--- config.mk ---
export PLATFORM = sky130hd
export DESIGN_NAME = adc_frame_deserializer
export DESIGN_NICKNAME = d
export VERILOG_FILES = /design/src/rtl/adc_frame_deserializer.sv
export SDC_FILE = /design/constraint.sdc
export NUM_CORES = 1
export LEC_CHECK = 0
export BUFFER_PORTS_ARGS = -buffer_cell sky130_fd_sc_hd__buf_2
export CAP_MARGIN = 20
export CORE_ASPECT_RATIO = 1.2
export CORE_MARGIN = 3
export CORE_UTILIZATION = 45
export DETAILED_ROUTE_END_ITERATION = 12
export PLACE_DENSITY_LB_ADDON = 0.15
export SLEW_MARGIN = 5
export SYNTH_ARGS = -nofsm -noshare
export SYNTH_HDL_FRONTEND = slang
export SYNTH_SLANG_ARGS = --single-unit
--- constraint.sdc ---
create_clock -name CLK -period 2.9 [get_ports CLK]
set_input_delay 0.435 -clock CLK [delete_from_list [all_inputs] [get_ports CLK]]
set_output_delay 0.435 -clock CLK [all_outputs]
set_load 0.01 [all_outputs]
--- src/rtl/adc_frame_deserializer.sv ---
// Codec ADC frame deserializer: oversamples BCLK/ADCLRCK/ADCDAT in the CLK domain and
// assembles left/right words (left-justified or I2S), flagging short channel slots.

module adc_frame_deserializer #(
    parameter int unsigned SAMPLE_WIDTH = 16,
    parameter int unsigned I2S_MODE     = 0,
    parameter logic        LEFT_LEVEL   = 1'b1
) (
    input  logic                    CLK,
    input  logic                    RESET,
    input  logic                    BCLK,
    input  logic                    ADCLRCK,
    input  logic                    ADCDAT,
    output logic [SAMPLE_WIDTH-1:0] leftSample,
    output logic [SAMPLE_WIDTH-1:0] rightSample,
    output logic                    sampleValid,
    output logic                    frameError,
    output logic                    locked
);

    localparam int unsigned CNT_W = $clog2(SAMPLE_WIDTH + 1);
    localparam logic [CNT_W-1:0] CNT_FULL = CNT_W'(SAMPLE_WIDTH);
    localparam logic [CNT_W-1:0] CNT_LAST = CNT_W'(SAMPLE_WIDTH - 1);

    typedef enum logic [1:0] {
        ST_SYNC  = 2'd0,
        ST_LEFT  = 2'd1,
        ST_RIGHT = 2'd2
    } state_t;

    logic bclk_meta_q, bclk_meta_d;
    logic bclk_sync_q, bclk_sync_d;
    logic bclk_hist_q, bclk_hist_d;
    logic lrck_meta_q, lrck_meta_d;
    logic lrck_sync_q, lrck_sync_d;
    logic dat_meta_q, dat_meta_d;
    logic dat_sync_q, dat_sync_d;

    logic lrck_level_q, lrck_level_d;
    logic lrck_primed_q, lrck_primed_d;

    state_t state_q, state_d;
    logic [CNT_W-1:0] bit_cnt_q, bit_cnt_d;
    logic [SAMPLE_WIDTH-1:0] left_shift_q, left_shift_d;
    logic [SAMPLE_WIDTH-1:0] right_shift_q, right_shift_d;
    logic [SAMPLE_WIDTH-1:0] left_sample_q, left_sample_d;
    logic [SAMPLE_WIDTH-1:0] right_sample_q, right_sample_d;

    logic frame_done_q, frame_done_d;
    logic sample_valid_q, sample_valid_d;
    logic frame_error_q, frame_error_d;
    logic locked_q, locked_d;

    logic bclk_rise;
    logic lrck_change;
    logic into_left;
    logic enter_channel;
    logic capture_bit;
    logic shift_in;

    always_comb begin
        bclk_meta_d    = BCLK;
        bclk_sync_d    = bclk_meta_q;
        bclk_hist_d    = bclk_sync_q;
        lrck_meta_d    = ADCLRCK;
        lrck_sync_d    = lrck_meta_q;
        dat_meta_d     = ADCDAT;
        dat_sync_d     = dat_meta_q;

        lrck_level_d   = lrck_level_q;
        lrck_primed_d  = lrck_primed_q;
        state_d        = state_q;
        bit_cnt_d      = bit_cnt_q;
        left_shift_d   = left_shift_q;
        right_shift_d  = right_shift_q;
        left_sample_d  = left_sample_q;
        right_sample_d = right_sample_q;
        frame_done_d   = 1'b0;
        sample_valid_d = 1'b0;
        frame_error_d  = 1'b0;
        locked_d       = locked_q;

        enter_channel  = 1'b0;
        capture_bit    = 1'b0;
        shift_in       = 1'b0;

        bclk_rise   = bclk_sync_q & ~bclk_hist_q;
        // The first rise after reset only records the level; no stored level exists yet.
        lrck_change = lrck_primed_q && (lrck_sync_q != lrck_level_q);
        into_left   = (lrck_sync_q == LEFT_LEVEL);

        if (frame_done_q) begin
            left_sample_d  = left_shift_q;
            right_sample_d = right_shift_q;
            sample_valid_d = 1'b1;
            locked_d       = 1'b1;
        end

        if (bclk_rise) begin
            lrck_level_d  = lrck_sync_q;
            lrck_primed_d = 1'b1;

            unique case (state_q)
                ST_SYNC: begin
                    if (lrck_change && into_left) begin
                        state_d       = ST_LEFT;
                        enter_channel = 1'b1;
                    end
                end
                ST_LEFT, ST_RIGHT: begin
                    if (lrck_change) begin
                        if (bit_cnt_q < CNT_FULL) begin
                            // Short slot: an edge into the left level restarts a frame at once.
                            frame_error_d = 1'b1;
                            locked_d      = 1'b0;
                            state_d       = into_left ? ST_LEFT : ST_SYNC;
                            enter_channel = into_left;
                        end else begin
                            state_d       = (state_q == ST_LEFT) ? ST_RIGHT : ST_LEFT;
                            enter_channel = 1'b1;
                        end
                    end else begin
                        capture_bit = (bit_cnt_q < CNT_FULL);
                    end
                end
                default: begin
                    state_d = ST_SYNC;
                end
            endcase
        end

        if (enter_channel) begin
            if (I2S_MODE != 0) begin
                bit_cnt_d = '0;
            end else begin
                bit_cnt_d = CNT_W'(1);
                shift_in  = 1'b1;
            end
        end

        if (capture_bit) begin
            bit_cnt_d = bit_cnt_q + CNT_W'(1);
            shift_in  = 1'b1;
            if ((state_q == ST_RIGHT) && (bit_cnt_q == CNT_LAST)) begin
                frame_done_d = 1'b1;
            end
        end

        if (shift_in) begin
            if (state_d == ST_LEFT) begin
                left_shift_d = {left_shift_q[SAMPLE_WIDTH-2:0], dat_sync_q};
            end else if (state_d == ST_RIGHT) begin
                right_shift_d = {right_shift_q[SAMPLE_WIDTH-2:0], dat_sync_q};
            end
        end
    end

    always_ff @(posedge CLK) begin
        if (RESET) begin
            bclk_meta_q    <= 1'b0;
            bclk_sync_q    <= 1'b0;
            bclk_hist_q    <= 1'b0;
            lrck_meta_q    <= 1'b0;
            lrck_sync_q    <= 1'b0;
            dat_meta_q     <= 1'b0;
            dat_sync_q     <= 1'b0;
            lrck_level_q   <= 1'b0;
            lrck_primed_q  <= 1'b0;
            state_q        <= ST_SYNC;
            bit_cnt_q      <= '0;
            left_shift_q   <= '0;
            right_shift_q  <= '0;
            left_sample_q  <= '0;
            right_sample_q <= '0;
            frame_done_q   <= 1'b0;
            sample_valid_q <= 1'b0;
            frame_error_q  <= 1'b0;
            locked_q       <= 1'b0;
        end else begin
            bclk_meta_q    <= bclk_meta_d;
            bclk_sync_q    <= bclk_sync_d;
            bclk_hist_q    <= bclk_hist_d;
            lrck_meta_q    <= lrck_meta_d;
            lrck_sync_q    <= lrck_sync_d;
            dat_meta_q     <= dat_meta_d;
            dat_sync_q     <= dat_sync_d;
            lrck_level_q   <= lrck_level_d;
            lrck_primed_q  <= lrck_primed_d;
            state_q        <= state_d;
            bit_cnt_q      <= bit_cnt_d;
            left_shift_q   <= left_shift_d;
            right_shift_q  <= right_shift_d;
            left_sample_q  <= left_sample_d;
            right_sample_q <= right_sample_d;
            frame_done_q   <= frame_done_d;
            sample_valid_q <= sample_valid_d;
            frame_error_q  <= frame_error_d;
            locked_q       <= locked_d;
        end
    end

    assign leftSample  = left_sample_q;
    assign rightSample = right_sample_q;
    assign sampleValid = sample_valid_q;
    assign frameError  = frame_error_q;
    assign locked      = locked_q;

endmodule
Word level (Yosys, flattened, before mapping)
Index checks and enable logic that the tools add are counted.
Storage, ports and cells
  output and inout bits: 35
  register bits: 84
Cells by class
  equal/unequal tests: 6
  $add $sub $neg: 1
  $lt $le $gt $ge: 1
  mux-type cells: 27
  bitwise logic cells: 7
  reduce and logical (&&, ||, !) cells: 10
Operators with widths (number)
  1-bit two-way mux: 18
  2-bit two-way mux: 5
  5-bit two-way mux: 2
  1-bit NOT: 6
  5-bit by 1-bit adder with 5-bit output (second input constant): 1
  5-bit by 4-bit == test with 1-bit output (second input constant): 1
  5-bit < comparator (second input constant): 1
  2-bit by 1-bit == test with 1-bit output (second input constant): 2
  2-bit == test (second input constant): 2
  2-bit case mux with 2 select lines: 1
  2-bit OR reduction: 2
  4-bit OR reduction: 1
  1-bit logical AND: 3
  3-bit AND reduction: 1
  2-bit logical NOT: 1
  1-bit case mux with 2 select lines: 1
  2-bit AND reduction: 1
  2-bit nonzero test: 1
  1-bit bitwise AND: 1
  1-bit != test: 1

Longest topological paths before layout
  word-level depth: 9
  gate-level depth with buffers: 9
  gate-level depth less buffers: 7

Worst setup path after synthesis
OpenSTA, ideal clock, no wires.
  path kind: register to register
  from: register state_q[0]
  to: register left_shift_q[10]
  cell stages (with the launch flop): 9
  required time: 2828 ps
  clock period less this slack: 2334 ps
  slack: 566 ps
  arrival time: 2262 ps
  cells stage by stage: dfxtp_1 > inv_1 > ha_1 > nand3b_1 > a211oi_2 > a21oi_1 > a211oi_4 > buf_4 > mux2i_1
On the way
  word-level cells in the longest chain between the ends: 8
  elaborated cells between the ends (all ways): 18
  those cells by class: eq/ne (3); mux (12); reduce/logical (3)
Ends and longest elaborated chain
  start, declared: line 42  | state_t state_q, state_d;
  start signal, assigned: line 189  | state_q <= state_d;
  2-bit by 1-bit == test with 1-bit output: line 103, 119
  2-bit two-way mux: line 119  | state_d = (state_q == ST_LEFT) ? ST_RIGHT : ST_LEFT;
  2-bit two-way mux: line 112  | if (bit_cnt_q < CNT_FULL) begin
  2-bit two-way mux: line 111  | if (lrck_change) begin
  2-bit case mux with 2 select lines: line 103  | unique case (state_q)
  2-bit two-way mux: line 99  | if (bclk_rise) begin
  2-bit by 1-bit == test with 1-bit output: line 150  | if (state_d == ST_LEFT) begin
  2-bit AND reduction (no source line) (*)
  end signal, assigned: line 191  | left_shift_q <= left_shift_d;
  end, declared: line 44  | logic [SAMPLE_WIDTH-1:0] left_shift_q, left_shift_d;
Every way passes the cells marked *; elsewhere a longest branch is shown, timed or not.
A chain may end at the register's enable or synchronous reset.

Final worst setup path
  from: register state_q[0]
  to: register right_shift_q[3]
On the way
  word-level cells in the longest chain between the ends: 9
  elaborated cells between the ends (all ways): 20
  those cells by class: eq/ne (4); mux (12); bitwise (1); reduce/logical (3)
Ends and longest elaborated chain
  2-bit by 1-bit == test with 1-bit output: line 103, 119
  2-bit two-way mux: line 119
  2-bit two-way mux: line 112
  2-bit two-way mux: line 111
  2-bit case mux with 2 select lines: line 103
  2-bit two-way mux: line 99
  2-bit by 1-bit == test with 1-bit output: line 150
  1-bit NOT (no source line)
  3-bit AND reduction (no source line) (*)
  end signal, assigned: line 192  | right_shift_q <= right_shift_d;
  end, declared: line 45  | logic [SAMPLE_WIDTH-1:0] right_shift_q, right_shift_d;
Marks and branches as above.

==> metrics <==
total grt overflow 0; WL final 5500 µm; IO buf count 39; H-Tree Depth 3; worst-margin pin slew 0.639 ns; setup_tns 0 ns; Synth async-reset ratio 0; RSZ-0062 raised after global routing false; Worst Hold Path Cells 2; Hold WC Path Type in2reg; DPL Wire Length roughly 3600 µm; synth top area cells dfxtp_1 51%, mux2i_1 20%, nand2b_1 6.7%; Post-CTS Setup Bufs 0; Nets about 350; Startpoint Class flip-flop; Post-synth EDFFs 0; dominant synthesized flop cell dfxtp_1; clk root buf clkbuf_8; WP data arrival 2.66 ns; Detailed Routing Iterations Pass 1 5; share of cells above drive strength 1 0.198; element type at the critical path end flip-flop; CP Class reg2reg; Syn Inst Count 306; fmax 412 MHz; Die H 99.6 µm; largest net degree at the start of global routing 54; CTS clk-pin slew, worst paths 0.08 ns; Multi-input gate area 1490 µm²; Synth cell types 39; Inserted Clock Buffers 9; DRC errors left 0; mapped cell area 3290 µm²; CP Data Required Time 3.13 ns; top-area cell type share of the netlist area 0.512; Core Rows 33; Die W about 84 µm; Hold Fails Final Rpt 0; DR iter-0 viols a little over 60; Area Overhead vs Synth 13.7%; Worst Skew about 0.0085 ns; Tot GR Track Use 0.141; Initial Util 0.471; maxcap violations 0; wire length per cell 12.6 µm; Skew-Pair Late Insertion Delay 0.35 ns; Seq/Total Area, Yosys 0.512; worst-path fanout max 16; register area 1680 µm²; Tmin final 2.43 ns; vias per inst 4.97; vias in the first global route 2072; worst r2r path cells 8; ant diodes 0; synth warn 0; post-route ant nets 0; Pleak 1.50 nW; CTS tree yes; Slew HR 0.574; Max VDD drop around 0.00029 V; Commonest cells post-synth 84 x dfxtp_1, 65 x mux2i_1, 40 x nor2_1; Sink Count 84; first-pass GRT wire length 9490 µm; DP Area 3540 µm²; #FFs+latches synth 84; CTS Buffer Depth 2; cell taking the most area after synthesis dfxtp_1; core box area between 6000 and 7000 µm²; antenna violations before repair 0; I/O pins 40; status complete, no violations; RePlAce Congestion 0.760; most common cell in the netlist dfxtp_1; syn avg cell area 10.7 µm²; die footprint about 8400 µm²; Final Max Slew Viols 0; period utilization 0.836; vias 2160; # fillers around 640; syn nets 317; # setup viols final 0; # resized after CTS 0; fin area 3740 µm²; Power Density 538 nW/µm²; cts hold-fix bufs 0
cell families after synthesis:
logic type,synth area share
xor+xnor,0.00495
simple gates,0.174
mux,0.198
compound gates,0.0537
buf+inv,0.0350
flops,0.512
fa+ha+maj,0.0228
power breakdown:
group	internal [mW]	switching [mW]	total (mW)
combinational	0.0167	0.0212	0.0379
clock	0.398	0.411	0.809
sequential	1.16	0.00443	1.16
total	1.57	0.437	2.01
cell type report:
type,instances,share of cell area
well taps,87,0.0291
clock inverters,6,0.0171
inverters,5,0.00502
repair buffers,44,0.0656
flip-flops and latches,84,0.450
multi-input cells,199,0.399
clock buffers,10,0.0342
critical path, stage by stage, from the launching register on:
cell and delay (ns):
dfxtp_1 0.40, inv_1 0.09, ha_1 0.35, nand3b_1 0.16, or4b_1 0.55, a2bb2oi_2 0.25
nand4b_1 0.12, buf_4 0.24, mux2i_1 0.14
flip-flops by register name (all words and copies together), names as in the netlist:
register	count
locked	1
frame_done_q	1
state_q	2
right_shift_q	16
into_left	1
lrck_primed_q	1
bclk_hist_q	1
left_shift_q	16
sampleValid	1
bclk_meta_q	1
dat_sync_q	1
rightSample	16
bit_cnt_q	5
dat_meta_q	1
lrck_level_q	1
frameError	1
leftSample	16
lrck_meta_q	1
bclk_hist_d	1
per-stage QoR:
stage          hold slack [ns]  power (mW)   util  setup WS [ns]  instances
2_1_floorplan            0.414        1.22      -          0.566        306
3_3_place_gp             0.419        1.23  0.508          0.527        419
3_5_place_dp             0.424        1.23  0.508          0.478        419
4_1_cts                  0.270        2.05  0.535          0.461        435
5_1_grt                  0.286        2.09  0.535          0.244        435
6_report                 0.288        2.01  0.535          0.475        435
placed cells by master (no fill, tap or decap), types with 5 or more instances in the layout:
cell	count
nand2b_1	35
nor2_1	40
clkbuf_8	9
buf_2	39
nor2b_1	12
ha_1	6
inv_1	5
nand2_1	6
mux2i_1	65
dfxtp_1	83
worst paths after layout:
path,from,end,slack (ns)
min reg2reg,lrck_meta_q,into_left,0.44
max reg2reg,state_q[0],right_shift_q[3],0.47
max,state_q[0],right_shift_q[3],0.47
min,BCLK,bclk_meta_q,0.29
layer usage:
layer	vias up	track usage	wire length (µm)
met4	0	0.0817	146
met1	997	0.172	2630
met5	-	0	0
met3	11	0.0307	191
li1	1115	-	-
met2	37	0.229	2530
(Power assumes the default switching activity.)
